===== src/rtl/tribus_pkg.sv =====
// rtl/tribus_pkg.sv - shared state encoding and width helper for the tri-state bus arbiter
package tribus_pkg;

    typedef enum logic [1:0] {
        ST_IDLE = 2'd0,
        ST_OWN  = 2'd1,
        ST_TURN = 2'd2
    } state_t;

    // Ceiling log2 with a floor of one bit so every counter/index has a legal width.
    function automatic int clog2(input int value);
        int w;
        w = 1;
        while ((1 << w) < value) begin
            w = w + 1;
        end
        return w;
    endfunction

endpackage


===== src/rtl/tribus_arb_rr_pick.sv =====
// rtl/tribus_arb_rr_pick.sv - combinational round-robin winner search starting after the last owner
module rr_pick
    import tribus_pkg::*;
#(
    parameter int N = 4,
    localparam int GW = clog2(N)
) (
    input  logic [N-1:0]  req,
    input  logic [GW-1:0] last,
    output logic          valid,
    output logic [GW-1:0] win
);

    int            sum;
    logic [GW-1:0] idx;

    // Walk candidates from farthest to nearest so the nearest requester after last wins.
    always_comb begin
        valid = 1'b0;
        win   = '0;
        sum   = 0;
        idx   = '0;
        for (int i = N; i >= 1; i--) begin
            sum = int'(last) + i;
            if (sum >= N) begin
                sum = sum - N;
            end
            idx = GW'(sum);
            if (req[idx]) begin
                valid = 1'b1;
                win   = idx;
            end
        end
    end

endmodule


===== src/rtl/tribus_arb.sv =====
// rtl/tribus_arb.sv - round-robin tri-state bus arbiter with break-before-make turnaround (optional TRIBUS_TIMEOUT_EN hold limit)
module tribus_arb
    import tribus_pkg::*;
#(
    parameter int N         = 4,
    parameter int HOLD_MAX  = 8,
    parameter int TA_CYCLES = 1,
    localparam int GW = clog2(N)
) (
    input  logic          CK,
    input  logic          RN,
    input  logic [N-1:0]  REQ,
    output logic [N-1:0]  EN,
    output logic [N-1:0]  GNT,
    output logic [GW-1:0] GID,
    output logic          BUSY
);

    localparam int TW = clog2(TA_CYCLES);

    state_t        state_q, state_d;
    logic [N-1:0]  en_q, en_d;
    logic [GW-1:0] gid_q, gid_d;
    logic [GW-1:0] last_q, last_d;
    logic [TW-1:0] tcnt_q, tcnt_d;
    logic          busy_q;
    logic          grant;
    logic          owner_drop;
    logic          hold_expired;

    logic          pick_valid;
    logic [GW-1:0] pick_win;
    logic [N-1:0]  pick_onehot;

    rr_pick #(
        .N (N)
    ) u_pick (
        .req   (REQ),
        .last  (last_q),
        .valid (pick_valid),
        .win   (pick_win)
    );

    assign pick_onehot = {{(N-1){1'b0}}, 1'b1} << pick_win;
    assign owner_drop  = ~REQ[gid_q];

`ifdef TRIBUS_TIMEOUT_EN
    localparam int HW = clog2(HOLD_MAX);

    logic [HW-1:0] hcnt_q, hcnt_d;

    assign hold_expired = (hcnt_q == HW'(HOLD_MAX - 1));

    // Hold counter: restarts on every grant, saturates while the owner keeps the bus.
    always_comb begin
        hcnt_d = hcnt_q;
        if (grant) begin
            hcnt_d = '0;
        end else if (state_q == ST_OWN && !hold_expired) begin
            hcnt_d = hcnt_q + 1'b1;
        end
    end

    // Hold counter register.
    always_ff @(posedge CK or negedge RN) begin
        if (!RN) begin
            hcnt_q <= '0;
        end else begin
            hcnt_q <= hcnt_d;
        end
    end
`else
    assign hold_expired = 1'b0;
`endif

    // Next-state logic: enables always pass through a zero turnaround before a new owner.
    always_comb begin
        state_d = state_q;
        en_d    = en_q;
        gid_d   = gid_q;
        last_d  = last_q;
        tcnt_d  = tcnt_q;
        grant   = 1'b0;
        case (state_q)
            ST_IDLE: begin
                if (pick_valid) begin
                    grant = 1'b1;
                end
            end
            ST_OWN: begin
                if (owner_drop || hold_expired) begin
                    state_d = ST_TURN;
                    en_d    = '0;
                    tcnt_d  = '0;
                end
            end
            ST_TURN: begin
                if (tcnt_q == TW'(TA_CYCLES - 1)) begin
                    if (pick_valid) begin
                        grant = 1'b1;
                    end else begin
                        state_d = ST_IDLE;
                        gid_d   = '0;
                    end
                end else begin
                    tcnt_d = tcnt_q + 1'b1;
                end
            end
            default: begin
                state_d = ST_IDLE;
                en_d    = '0;
                gid_d   = '0;
            end
        endcase
        if (grant) begin
            state_d = ST_OWN;
            en_d    = pick_onehot;
            gid_d   = pick_win;
            last_d  = pick_win;
        end
    end

    // State, pointer and output registers; reset points last at N-1 so requester 0 wins first.
    always_ff @(posedge CK or negedge RN) begin
        if (!RN) begin
            state_q <= ST_IDLE;
            en_q    <= '0;
            gid_q   <= '0;
            last_q  <= GW'(N - 1);
            tcnt_q  <= '0;
            busy_q  <= 1'b0;
        end else begin
            state_q <= state_d;
            en_q    <= en_d;
            gid_q   <= gid_d;
            last_q  <= last_d;
            tcnt_q  <= tcnt_d;
            busy_q  <= |en_d;
        end
    end

    assign EN   = en_q;
    assign GNT  = en_q;
    assign GID  = gid_q;
    assign BUSY = busy_q;

endmodule


===== config.mk =====
export PLATFORM = sky130hd
export DESIGN_NAME = tribus_arb
export DESIGN_NICKNAME = d
export VERILOG_FILES = /design/src/rtl/tribus_pkg.sv /design/src/rtl/tribus_arb_rr_pick.sv /design/src/rtl/tribus_arb.sv
export SDC_FILE = /design/constraint.sdc
export NUM_CORES = 1
export LEC_CHECK = 0
export BUFFER_PORTS_ARGS = -buffer_cell sky130_fd_sc_hd__clkbuf_2
export CAP_MARGIN = 15
export CORE_UTILIZATION = 49
export DETAILED_ROUTE_END_ITERATION = 7
export PLACE_DENSITY = 0.75
export SLEW_MARGIN = 0
export SYNTH_ARGS = -nofsm -noshare
export SYNTH_HDL_FRONTEND = slang
export SYNTH_HIERARCHICAL = 1
export SYNTH_SLANG_ARGS = --single-unit
export TNS_END_PERCENT = 100

===== constraint.sdc =====
create_clock -name CK -period 1.6 [get_ports CK]
set_input_delay 0.08 -clock CK [delete_from_list [all_inputs] [get_ports CK]]
set_output_delay 0.08 -clock CK [all_outputs]
set_load 0.05 [all_outputs]

Word level (Yosys, flattened, before mapping)
Index checks and enable logic that the tools add are counted. Widths: inputs -> output; s select.

Logic and storage cells: 79. Input bits: 6. Bits in registers: 12. Output and inout bits: 11.

Equality and inequality tests: 8. $add $sub $neg: 9. Multiplexer cells: 38. Order comparisons: 9. Reductions and logical operators: 8. Shift-type cells: 1.

Operator list (number): $mux 2 (13); $lt 2x3->1 const B (5); $mux 1 (13); $bmux 1 s2 (5); $ge 3x3->1 const B (3); $ne 3x3->1 const B (3); $mux 4 (2); $pmux 4 s2 (1); $sub 2x1->2 const B (4); $add 2x2->3 const B (2); $pmux 2 s3 (1); $add 2x3->4 const B (1); $ge 4x3->1 const B (1); $ne 2x2->1 const B (2); $pmux 1 s2 (2); $pmux 2 s2 (1); $reduce_and 4->1 (1); $reduce_or 2->1 (2); $reduce_or 4->1 (1); $shl 1x2->4 const A (1); $add 2x1->3 const B (1); $reduce_and 3->1 (1); $eq 2x1->1 const B (1); $eq 2x2->1 const B (1); other kinds (5) (5).

Longest topological paths before layout
Depth in word-level cells: 14. Depth in mapped cells: 6. Mapped depth without buffers: 6.

Hierarchy
The synthesis kept the hierarchy.

Modules (own cells, without submodules): tribus_arb (times used 1, area an instance 569.3 µm², cells each 51, sequential area each 277.8 µm²); rr_pick (times used 1, area an instance 91.3 µm², cells each 14, sequential area each 0.0 µm²).

Worst setup path after synthesis
Ideal clock, no wire load.

Path type: reg2reg. Start point: register gid_q[1], in the netlist GID[1]. End point: register en_q[2], in the netlist EN[2]. Library setup time: 0.134 ns. Data arrival time: 1.336 ns. Required time: 1.466 ns. Period minus slack after synthesis: 1.470 ns. Path slack: 0.130 ns. Stages on the path, launching flop included: 4. Buffers on the path: 0. Cells stage by stage: dfrtp_1 -> mux2_4 -> a22oi_4 -> o22ai_1.

Word-level cells in the longest chain between the ends: 5.

RTL lines: start: declaration (RTL line tribus_arb.sv:23) `logic [GW-1:0] gid_q, gid_d;`; start signal: assignment (RTL line tribus_arb.sv:135) `gid_q <= gid_d;`; $bmux 1 s2 (RTL line tribus_arb.sv:45) `assign owner_drop = ~REQ[gid_q];`; $mux 1 (implied by the code) (RTL line tribus_arb.sv:45); $mux 4 (RTL line tribus_arb.sv:91) `if (owner_drop || hold_expired) begin`; $pmux 4 s2 (RTL line tribus_arb.sv:84) `case (state_q)`; $mux 4 (RTL line tribus_arb.sv:115) `if (grant) begin`; named net en_d[2] (RTL line tribus_arb.sv:22) `logic [N-1:0] en_q, en_d;`; end signal: assignment (RTL line tribus_arb.sv:134) `en_q <= en_d;`; end: declaration (RTL line tribus_arb.sv:22).

The timed path passes the listed nets, and every way through them passes these cells. The select of a mux whose other input is x is not followed. A chain may end at the register's enable or synchronous reset.

Worst setup path after layout
Start point: register last_q[1]. End point: register en_q[2], in the netlist EN[2].

Elaborated cells on any way between the ends: 37. Those cells by class: add/sub: 8; order compare: 4; shift: 1; mux: 24.

RTL lines: start: declaration (RTL line tribus_arb.sv:24) `logic [GW-1:0] last_q, last_d;`; start signal: assignment (RTL line tribus_arb.sv:129) `last_q <= GW'(N - 1);`; start signal: assignment (RTL line tribus_arb.sv:136) `last_q <= last_d;`; $add 2x3->4 (RTL line tribus_arb_rr_pick.sv:24) `sum = int'(last) + i;`; $ge 4x3->1 or $sub 2x1->2 (tied branches) (RTL line tribus_arb_rr_pick.sv:25, tribus_arb_rr_pick.sv:26); $mux 2 (RTL line tribus_arb_rr_pick.sv:25) `if (sum >= N) begin`; $bmux 1 s2 (RTL line tribus_arb_rr_pick.sv:29) `if (req[idx]) begin`; $mux 1 (implied by the code) (RTL line tribus_arb_rr_pick.sv:29); $mux 2 (3 in a row) (RTL line tribus_arb_rr_pick.sv:29); $mux 2 * (RTL line tribus_arb_rr_pick.sv:29); named net pick_win[0] (RTL line tribus_arb.sv:32) `logic [GW-1:0] pick_win;`; $shl 1x2->4 * (RTL line tribus_arb.sv:44) `assign pick_onehot = {{(N-1){1'b0}}, 1'b1} << pick_win;`; $mux 4 * (RTL line tribus_arb.sv:115); named net en_d[2] (RTL line tribus_arb.sv:22).

The timed path passes the listed nets; every way through them passes the cells marked *. The select of a mux whose other input is x is not followed.

==> metrics <==
most frequent cells in the layout clkbuf_2, dfrtp_1, nand2_1; fmax ~630 MHz; met2 GRT Util between 30% and 40%; total die area about 0.0015 mm2; share of post-route cells with drive strength above 1 45.8%; Hold/Removal Path Class in2async; GRT Max-Usage Layer met2; vias in the first global route 453; most area-consuming cells after synthesis dfrtp_1, dfstp_2, a21oi_1, mux2_2, buf_4; Final Critical Period between 1.5 and 2 ns; Crit. Startpoint last_q[1]; top cell family by delay on the critical path flip-flops; Synthesized Nets 71; IO Port Bufs 16; Area growth syn-to-layout 22.7%; met1 GRT Util 26.4%; Cell variety after synth 28; final WL about 1500 um; GPL Wtd Cong 0.760; Ys Warns 6; fin crit share roughly 100%; Crit Path Class reg2reg; routed vias/inst 5.85; Starting Density ~56%; CTS buffer count 3; CP bufs+invs 0; syn_area_per_cell 10.2 um2; GR Layer Usage met3 roughly 7%; Syn Inst Count between 60 and 70; # diodes 0; final setup margin ~0.011 ns; hpwl dp ~910 um; global-route wire length before repair approximately 2000 um; crit path max fanout 7; via count approximately 570; Routed Antenna Nets 0; IO Pins 17; Crit path arrival time between 1.5 and 2 ns; crit start category flop; Final Max Tran Viols 0; Reg clk slew, reported paths about 0.070 ns; CTS Root Cell clkbuf_4; Post-Layout Cell Count a little under 100; Final Hold Vio Count 0; Die Ht around 39 um; final setup vio count 0; fin util between 60% and 70%; Synth Cell Area between 600 and 700 um2; Relative slew margins about four fifths; post-synth top area cell dfrtp_1; area share of the largest cell type after synthesis 34.1%; CTS tree done; clock sinks 11; Worst setup EP type flop; Worst-Skew Late Latency roughly 0.27 ns; Critical Path, Cell by Cell nand2b_4 > a21oi_2 > o221ai_4 > and3b_1 > a21oi_1 > o22ai_1; commonest non-fill, non-tap cell in the layout clkbuf_2; CP peak stage delay about 0.60 ns; GRT Overall Usage a little over a fifth; Seq/Total Area, Yosys approximately 42%; # rows 12; dpl ws 0.0483 ns; Die Width approximately 39 um; First DRT Iteration DRCs 21; initial antenna violation count 0; core area between 0.001 and 0.0015 mm2; clock buffer depth 2; Post-Place Cells 91; 1st-pass router iterations 4; largest net degree at the start of global routing 12; Nets 90; wire per inst around 16 um; Seq cells post-synth 11; Residual DRC 0; outcome finished, final reports clean; H-tree Lvls 1; Clock Skew 0.00219 ns; Worst-Margin Slew approximately 0.32 ns; RSZ-0062 raised after global routing yes; Worst EP required roughly 1.8 ns; slowest stage cell on the critical path dfstp_2; Max Cap Viol 0; gr ovfl total 0; Worst R2R Start last_q[1]
[through the flow]
| step | hold WS (ns) | cell area (um2) | TNS (ns) |
|---|---|---|---|
| final | 0.220 | 811 | 0 |
| after global routing | 0.257 | 811 | -0.0832 |
| after CTS | 0.218 | 768 | 0 |
| after detailed placement | -0.0276 | 732 | 0 |
| after global placement | -0.0340 | 732 | 0 |
| after floorplan | -0.216 | 661 | 0 |
[area by class of cell]
cell class,instances,area [um2]
fillers,83,375
well taps,14,17.5
flip-flops and latches,11,278
repair buffers,19,105
inverters,3,11.3
clock buffers,4,26.3
multi-input cells,46,373
[repair_timing]
item,CTS,global route
endpoints found under the hold margin,11,0
endpoints found under the setup margin,0,4
setup buffers,0,1
gates resized for setup,0,6
hold buffers,1,0
[final timing paths]
check	depth (start not counted)	slack, ns	end
worst max-delay path	6	0.01	EN[2]
max in group asynchronous	2	1.10	last_q[1]
worst min register to register	1	0.50	state_q[1]
min in group CK	4	0.33	state_q[1]
worst min-delay path	2	0.22	BUSY
worst max register to register	6	0.01	EN[2]
[registers in the layout (all words and copies together), names as in the netlist]
register and cells:
BUSY 1, GID 2, EN 4, state_q 2
last_q 2
[logic make-up after synthesis]
logic type | after synthesis | synth area share, %
AO/OA/AOI/OAI | 19 | 22.2
multiplexers | 6 | 11.2
flip-flops | 11 | 42.0
buffers and inverters | 8 | 6.82
AND/OR/NAND/NOR | 21 | 17.8
[synthesized netlist by cell type]
master     n
inv_1      3
nor2_1     4
nand2_1    6
mux2_2     3
nand2b_1   3
or4_1      1
nor2b_1    1
and3_1     1
dfstp_2    2
mux2_4     2
buf_4      4
and2b_1    2
a31oi_1    1
a22oi_4    1
o22ai_1    4
a2bb2oi_1  1
a22o_2     1
and3b_1    1
a21oi_2    1
dfrtp_1    9
a21oi_1    7
o21bai_1   1
nor3b_1    1
mux2i_1    1
clkbuf_1   1
a22o_1     1
o221ai_2   1
nor3_2     1
[per-layer routing]
layer,routed length [um],vias up
li1,-,273
met1,652,268
met2,750,21
met3,84,5
met4,26,0
met5,0,-
Power is not shown: default switching activity piles up to over one toggle a cycle in this logic, so the estimate is an artifact.
